## src/rtl/alu_mul_sequencer.sv

```systemverilog
// Multi-cycle unsigned shift-and-add multiplier that borrows the shared ALU as its adder.
// Each granted STEP cycle adds (or passes) the running high half and shifts the accumulator right.
module alu_mul_sequencer #(
  parameter int          WIDTH      = 8,
  parameter logic [3:0]  MODE_ADD   = 4'b0000,
  parameter logic [3:0]  MODE_PASS  = 4'b0011,
  parameter bit          EARLY_EXIT = 1'b0
) (
  input  logic                 clk,
  input  logic                 rst,
  input  logic                 start,
  input  logic [WIDTH-1:0]     mcand,
  input  logic [WIDTH-1:0]     mplier,
  output logic                 busy,
  output logic                 done,
  output logic [2*WIDTH-1:0]   product,
  output logic                 prod_zero,
  output logic                 alu_req,
  input  logic                 alu_gnt,
  output logic                 alu_e,
  output logic [3:0]           alu_mode,
  output logic [WIDTH-1:0]     alu_op1,
  output logic [WIDTH-1:0]     alu_op2,
  input  logic [WIDTH-1:0]     alu_out,
  input  logic [3:0]           alu_flags
);

  localparam int CW = $clog2(WIDTH + 1);

  localparam logic [1:0] IDLE   = 2'd0;
  localparam logic [1:0] STEP   = 2'd1;
  localparam logic [1:0] DONE_S = 2'd2;

  logic [1:0]         state;
  logic [WIDTH-1:0]   a;
  logic [WIDTH-1:0]   hi;
  logic [WIDTH-1:0]   lo;
  logic [CW-1:0]      cnt;

  logic               carry;
  logic [2*WIDTH-1:0] next_acc;
  logic [2*WIDTH-1:0] final_acc;
  logic [CW-1:0]      shamt;
  logic               last_step;
  logic               early;
  logic               finish;
  logic               unused_flags;

  // Only CarryOut matters; the ALU's stale carry during PASS cycles must be masked.
  assign unused_flags = ^{alu_flags[3], alu_flags[1:0]};
  assign carry        = lo[0] & alu_flags[2];
  assign next_acc     = {carry, alu_out, lo[WIDTH-1:1]};

  assign last_step = (cnt == CW'(WIDTH - 1));
  assign early     = EARLY_EXIT && (lo[WIDTH-1:1] == '0);
  assign finish    = last_step || early;
  assign shamt     = CW'(WIDTH - 1) - cnt;
  assign final_acc = early ? (next_acc >> shamt) : next_acc;

  assign busy     = (state == STEP);
  assign alu_req  = (state == STEP);
  assign alu_e    = alu_req & alu_gnt;
  assign alu_mode = (state == STEP) ? (lo[0] ? MODE_ADD : MODE_PASS) : MODE_PASS;
  assign alu_op1  = (state == STEP) ? a  : '0;
  assign alu_op2  = (state == STEP) ? hi : '0;

  // Product is loaded on the final granted step so it is already valid while done is high.
  always_ff @(posedge clk) begin
    if (rst) begin
      state     <= IDLE;
      a         <= '0;
      hi        <= '0;
      lo        <= '0;
      cnt       <= '0;
      product   <= '0;
      prod_zero <= 1'b0;
      done      <= 1'b0;
    end else begin
      done <= 1'b0;
      case (state)
        IDLE: begin
          if (start) begin
            a     <= mcand;
            hi    <= '0;
            lo    <= mplier;
            cnt   <= '0;
            state <= STEP;
          end
        end
        STEP: begin
          if (alu_gnt) begin
            cnt <= cnt + CW'(1);
            {hi, lo} <= final_acc;
            if (finish) begin
              product   <= final_acc;
              prod_zero <= (final_acc == '0);
              done      <= 1'b1;
              state     <= DONE_S;
            end
          end
        end
        DONE_S: state <= IDLE;
        default: state <= IDLE;
      endcase
    end
  end

endmodule
```

## config.mk

```make
export PLATFORM = sky130hd
export DESIGN_NAME = alu_mul_sequencer
export DESIGN_NICKNAME = d
export VERILOG_FILES = /design/src/rtl/alu_mul_sequencer.sv
export SDC_FILE = /design/constraint.sdc
export NUM_CORES = 1
export LEC_CHECK = 0
export CELL_PAD_IN_SITES_DETAIL_PLACEMENT = 2
export CELL_PAD_IN_SITES_GLOBAL_PLACEMENT = 2
export CORE_MARGIN = 4
export CORE_UTILIZATION = 25
export CTS_CLUSTER_DIAMETER = 30
export DETAILED_ROUTE_END_ITERATION = 12
export GPL_TIMING_DRIVEN = 0
export PLACE_DENSITY = 0.85
export SLEW_MARGIN = 20
export SYNTH_ARGS = -nofsm -noshare
export SYNTH_HDL_FRONTEND = slang
export SYNTH_SLANG_ARGS = --single-unit
```

## constraint.sdc

```tcl
create_clock -name clk -period 1.7 [get_ports clk]
set_clock_uncertainty 0.05 [all_clocks]
set_input_delay 0.34 -clock clk [delete_from_list [all_inputs] [get_ports clk]]
set_output_delay 0.34 -clock clk [all_outputs]
set_load 0.1 [all_outputs]
```

After elaboration in Yosys (flattened, before gate mapping)
Cells that the tools add are included.

Flip-flop bits (word level): 48. Bits of input ports: 32. Word-level logic and storage cells: 44.

Add/sub/neg operators: 1. Eq/ne operators: 5. Muxes and demuxes: 18. Bitwise operators: 4. Reduce and logical (&&, ||, !) cells: 8.

Operators with widths (number): 8-bit two-way mux (6); 8-bit one-hot mux with 2 select lines (2); 16-bit zero test (1); 2-bit two-way mux (5); 3-bit AND reduction (3); 4-bit two-way mux (2); 4-bit one-hot mux with 2 select lines (1); 4-bit by 1-bit adder with 4-bit output (second input constant) (1); 4-bit by 3-bit == test with 1-bit output (second input constant) (1); 2-bit by 1-bit != test with 1-bit output (second input constant) (2); 2-bit one-hot mux with 2 select lines (1); 3-bit OR reduction (1); 1-bit AND (2); 2-bit by 1-bit == test with 1-bit output (second input constant) (1); 2-bit zero test (1); 2-bit != test (second input constant) (1); 1-bit NOT (2); 2-bit AND reduction (1); 2-bit nonzero test (1); 1-bit two-way mux (1).

Depth between registers and ports, before layout
Depth after elaboration: 4. Gate-level depth with buffers: 6. Depth with buffers taken out: 4.

Worst setup path before layout
No wires, ideal clock.

Kind: register -> output. Start: register state[1]. End: output alu_mode[1]. Arrival: 3.086 ns. Required time: 1.310 ns. Path slack: -1.776 ns. Cell stages (with the launch flop): 6. Buffers on the path: 3. Cells stage by stage: dfxtp_1 -> and2b_1 -> buf_6 -> clkbuf_1 -> nand2_1 -> buf_4.

Longest elaborated chain between the ends: 2.

RTL lines: start: declaration (RTL line 34) `logic [1:0] state;`; start signal: assignment (RTL line 70) `state <= IDLE;`; start signal: assignment (RTL line 87) `state <= STEP;`; start signal: assignment (RTL line 98) `state <= DONE_S;`; 2-bit by 1-bit == test with 1-bit output; net alu_req (RTL line 18) `output logic alu_req,`; 2-bit two-way mux (RTL line 63) `assign alu_mode = (state == STEP) ? (lo[0] ? MODE_ADD : MODE_PASS) : MODE_PASS;`; end: declaration (RTL line 21) `output logic [3:0] alu_mode,`.

The timed path passes the listed nets, and every way through them passes these cells.

Worst setup path after layout
Start: register state[1]. End: output alu_mode[1].

Longest elaborated chain between the ends: 2.

RTL lines (RTL line): 2-bit by 1-bit == test with 1-bit output (63); 2-bit two-way mux (63).

Every way passes these cells.

==> impl_metrics.csv <==
group,metric,value,unit
run_status,status,"finished with violations",
run_status,violations,"negative setup slack",
sta,max_freq,0.534,GHz
clock_network,cts_buffers,5,
sta,fin_crit,1870,ps
worst_hold_path,holdPathStages,2,
route,via_per_inst,5.11,
worst_setup_path,reg2reg_to,"cnt[3]$_SDFFE_PP0P_",
global_routing,grt_max_degree,15,
power,leakage,1.28,nW
worst_setup_path,r2r_setup_slack,30,ps
logic_synthesis,ys_warn_count,0,
logic_synthesis,synth_compound_area_share,19.8,%
worst_setup_path,reg2regPathDepth,7,
worst_setup_path,critPathMaxFanout,6,
route,vias,2247,
power,pwr_density_cell,744,nW/µm²
logic_synthesis,synth-main-ff-cell,"dfxtp_1",
route,drt_iter0_markers,94,
sta,relSlewSlack,63.4,%
worst_hold_path,hold_path.class,"register to register",
global_routing,antenna_found_initial,0,
place,io_buffers,67,
logic_synthesis,synth_cell_type_count,27,
clock_network,cts.reportedPaths.clkPinSlew,90,ps
sta,fin_ws,-172,ps
place,placed_cells,426,
logic_synthesis,synthMuxAreaShare,4.70,%
logic_synthesis,ys_async_sr_fraction,0,%
logic_synthesis,netlist_area,2130,µm²
logic_synthesis,yosys-top-cells-area,"dfxtp_1 45%, a21oi_1 8.5%, nand3_1 6.6%",
floorplan,initial_utilization,25.8,%
logic_synthesis,yosysTopAreaCell,"dfxtp_1",
sta,post-route-period-util,110,%
worst_setup_path,worstSetupEndpointType,"output port",
clock_network,clockBufferDepth,2,
cells_and_area,drive_gt1_share,30.7,%
clock_network,hold_buffers,0,
cells_and_area,final_cells,440,
sta,worst_pin_slew,552,ps
logic_synthesis,synthDominantCellAreaShare,45.1,%
global_routing,track_usage,17.8,%
worst_setup_path,crit_path_start_kind,"register",
sta,hold_violations,0,
worst_setup_path,critPathArrivalTime,1480,ps
clock_network,clock_latency,320,ps
clock_network,cts_sinks,48,
sta,rsz0062_at_grt,"yes",
floorplan,dieArea,10100,µm²
logic_synthesis,yosys.area_share.simple,21.9,%
place,place_congestion,0.788,
logic_synthesis,synth_top_family_by_area,"simple AND/OR/NAND/NOR gates",
global_routing,overflow,0,
cells_and_area,fin_util,41.8,%
logic_synthesis,synth_seq_area_share,45.1,%
cells_and_area,area_delta_synth_final,62.3,%
logic_synthesis,synth.most_common_cell,"dfxtp_1",
logic_synthesis,synthXorXnorAreaFrac,0,%
cells_and_area,diodes,0,
global_routing,grt_pass1_vias,2488,
worst_hold_path,worstHoldStart,"a[0]$_SDFFE_PP0P_",
worst_setup_path,cp.required,1310,ps
logic_synthesis,syn_area_per_cell,8.41,µm²
worst_setup_path,crit_type,"register to output port",
logic_synthesis,synthAdderAreaFrac,0.588,%
global_routing,grt_pass1_wl,13800,µm
logic_synthesis,synth-seq-cells,48,
place,dp_hpwl,5810,µm
power,ir_drop,0.260,mV
logic_synthesis,synth_cells,253,
clock_network,cts_tree,"yes",
cells_and_area,nNetsFinal,367,
floorplan,fp.coreArea,8260,µm²
logic_synthesis,synth-edff-count,0,
route,drt-wirelength-per-cell,20.4,µm
route,firstDrtPassIters,4,
floorplan,io_pins,73,
route,drtAntennaViolNets,0,
clock_network,root_buffer,"clkbuf_8",
worst_setup_path,r2r_start,"state[0]$_SDFFE_PP0P_",
route,routed_wl,8960,µm
floorplan,row_count,33,
flow_run,drv_cap,0,
worst_hold_path,whs_endpoint,"a[0]$_SDFFE_PP0P_",
sta,setup_viol_count_final,21,
route,drc_errors,0,
floorplan,die_w,100,µm
clock_network,htree_levels,2,
sta,drv_slew,0,
logic_synthesis,synthTopCellsByCount,"48 x dfxtp_1, 36 x a21oi_1, 28 x nand3_1",
floorplan,die_h,100,µm
per-stage QoR:
step	power, mW	setup TNS (ps)	cell area [µm²]	setup slack [ps]	hold slack [ps]
after global routing	2.67	-4120	3450	-226	461
after global placement	1.73	-33560	3000	-1330	389
after CTS	2.55	-2520	3430	-175	423
final	2.57	-2860	3450	-172	419
after detailed placement	1.74	-35200	3000	-1350	405
after floorplan	1.56	-359	2200	-40.3	382
placed cells by master, fill, tap and decap left out, types with 3 or more instances in the layout:
| cell | n |
|---|---|
| and2_4 | 16 |
| a21oi_1 | 36 |
| o211ai_1 | 9 |
| buf_6 | 4 |
| clkbuf_8 | 7 |
| o21ai_0 | 19 |
| nor3_1 | 11 |
| nand3_1 | 28 |
| mux2i_1 | 10 |
| a211oi_1 | 7 |
| buf_4 | 10 |
| clkdlybuf4s50_1 | 27 |
| clkbuf_2 | 8 |
| dfxtp_1 | 46 |
| nor4_1 | 3 |
| buf_12 | 21 |
| nand2_1 | 17 |
| buf_2 | 5 |
| clkdlybuf4s15_2 | 18 |
how the worst max path moves through the flow:
| stage | startpoint | end | slack [ps] | cells after the start |
|---|---|---|---|---|
| final | state[1]$_SDFFE_PP0P_ | alu_mode[1] | -170 | 6 |
| after global routing | state[1]$_SDFFE_PP0P_ | alu_mode[1] | -230 | 6 |
| after CTS | state[1]$_SDFFE_PP0P_ | alu_e | -170 | 6 |
| after detailed placement | alu_gnt | alu_e | -1350 | 6 |
| after global placement | alu_gnt | alu_e | -1330 | 6 |
| after floorplan | state[1]$_SDFFE_PP0P_ | alu_op1[0] | -40 | 4 |
registers in the layout, summed over array words and instances, names as in the netlist:
register and count:
a 8, cnt 4, done 1, hi 8, lo 8, prod_zero 1, product 16, state 2
cell type report:
cell class	count	area (µm²)
multi-input cells	174	1070
well taps	105	131
clock inverters	2	10.0
flip-flops and latches	48	963
fillers	883	4800
inverters	3	11.3
plain buffers	27	220
repair buffers	75	968
clock buffers	6	82.6
where the power goes:
part / switching [mW] / internal (mW)
Combinational: 0.360 / 0.250
Sequential: 0.0473 / 1.17
Clock: 0.421 / 0.326
metal layers:
layer | wire length [µm] | vias up | GRT usage (%)
met5 | 0 | - | 0
met2 | 4580 | 55 | 31.5
li1 | - | 1053 | -
met3 | 248 | 12 | 2.64
met1 | 3940 | 1127 | 21.7
met4 | 195 | 0 | 6.74
cells by family (layout without fill, tap and decap cells):
family | after synthesis | after routing
buffers and inverters | 32 | 113
adder cells (fa/ha/maj) | 1 | 1
AND/OR/NAND/NOR | 87 | 87
multiplexers | 10 | 10
other | 1 | 2
flip-flops | 48 | 48
AO/OA/AOI/OAI | 74 | 74
what timing repair did:
item | 4_1_cts | 5_1_grt
resized for setup | 264 | 21
setup endpoints to repair | 45 | 58
gates cloned | 1 | 0
pin swaps | 10 | 2
setup buffers | 5 | 2
critical path, stage by stage (launching register included):
cell	delay, ps
dfxtp_2	330
and2b_1	210
buf_6	140
clkbuf_16	150
nand2_8	60
buf_8	130
buf_12	150
(Power assumes the default switching activity.)
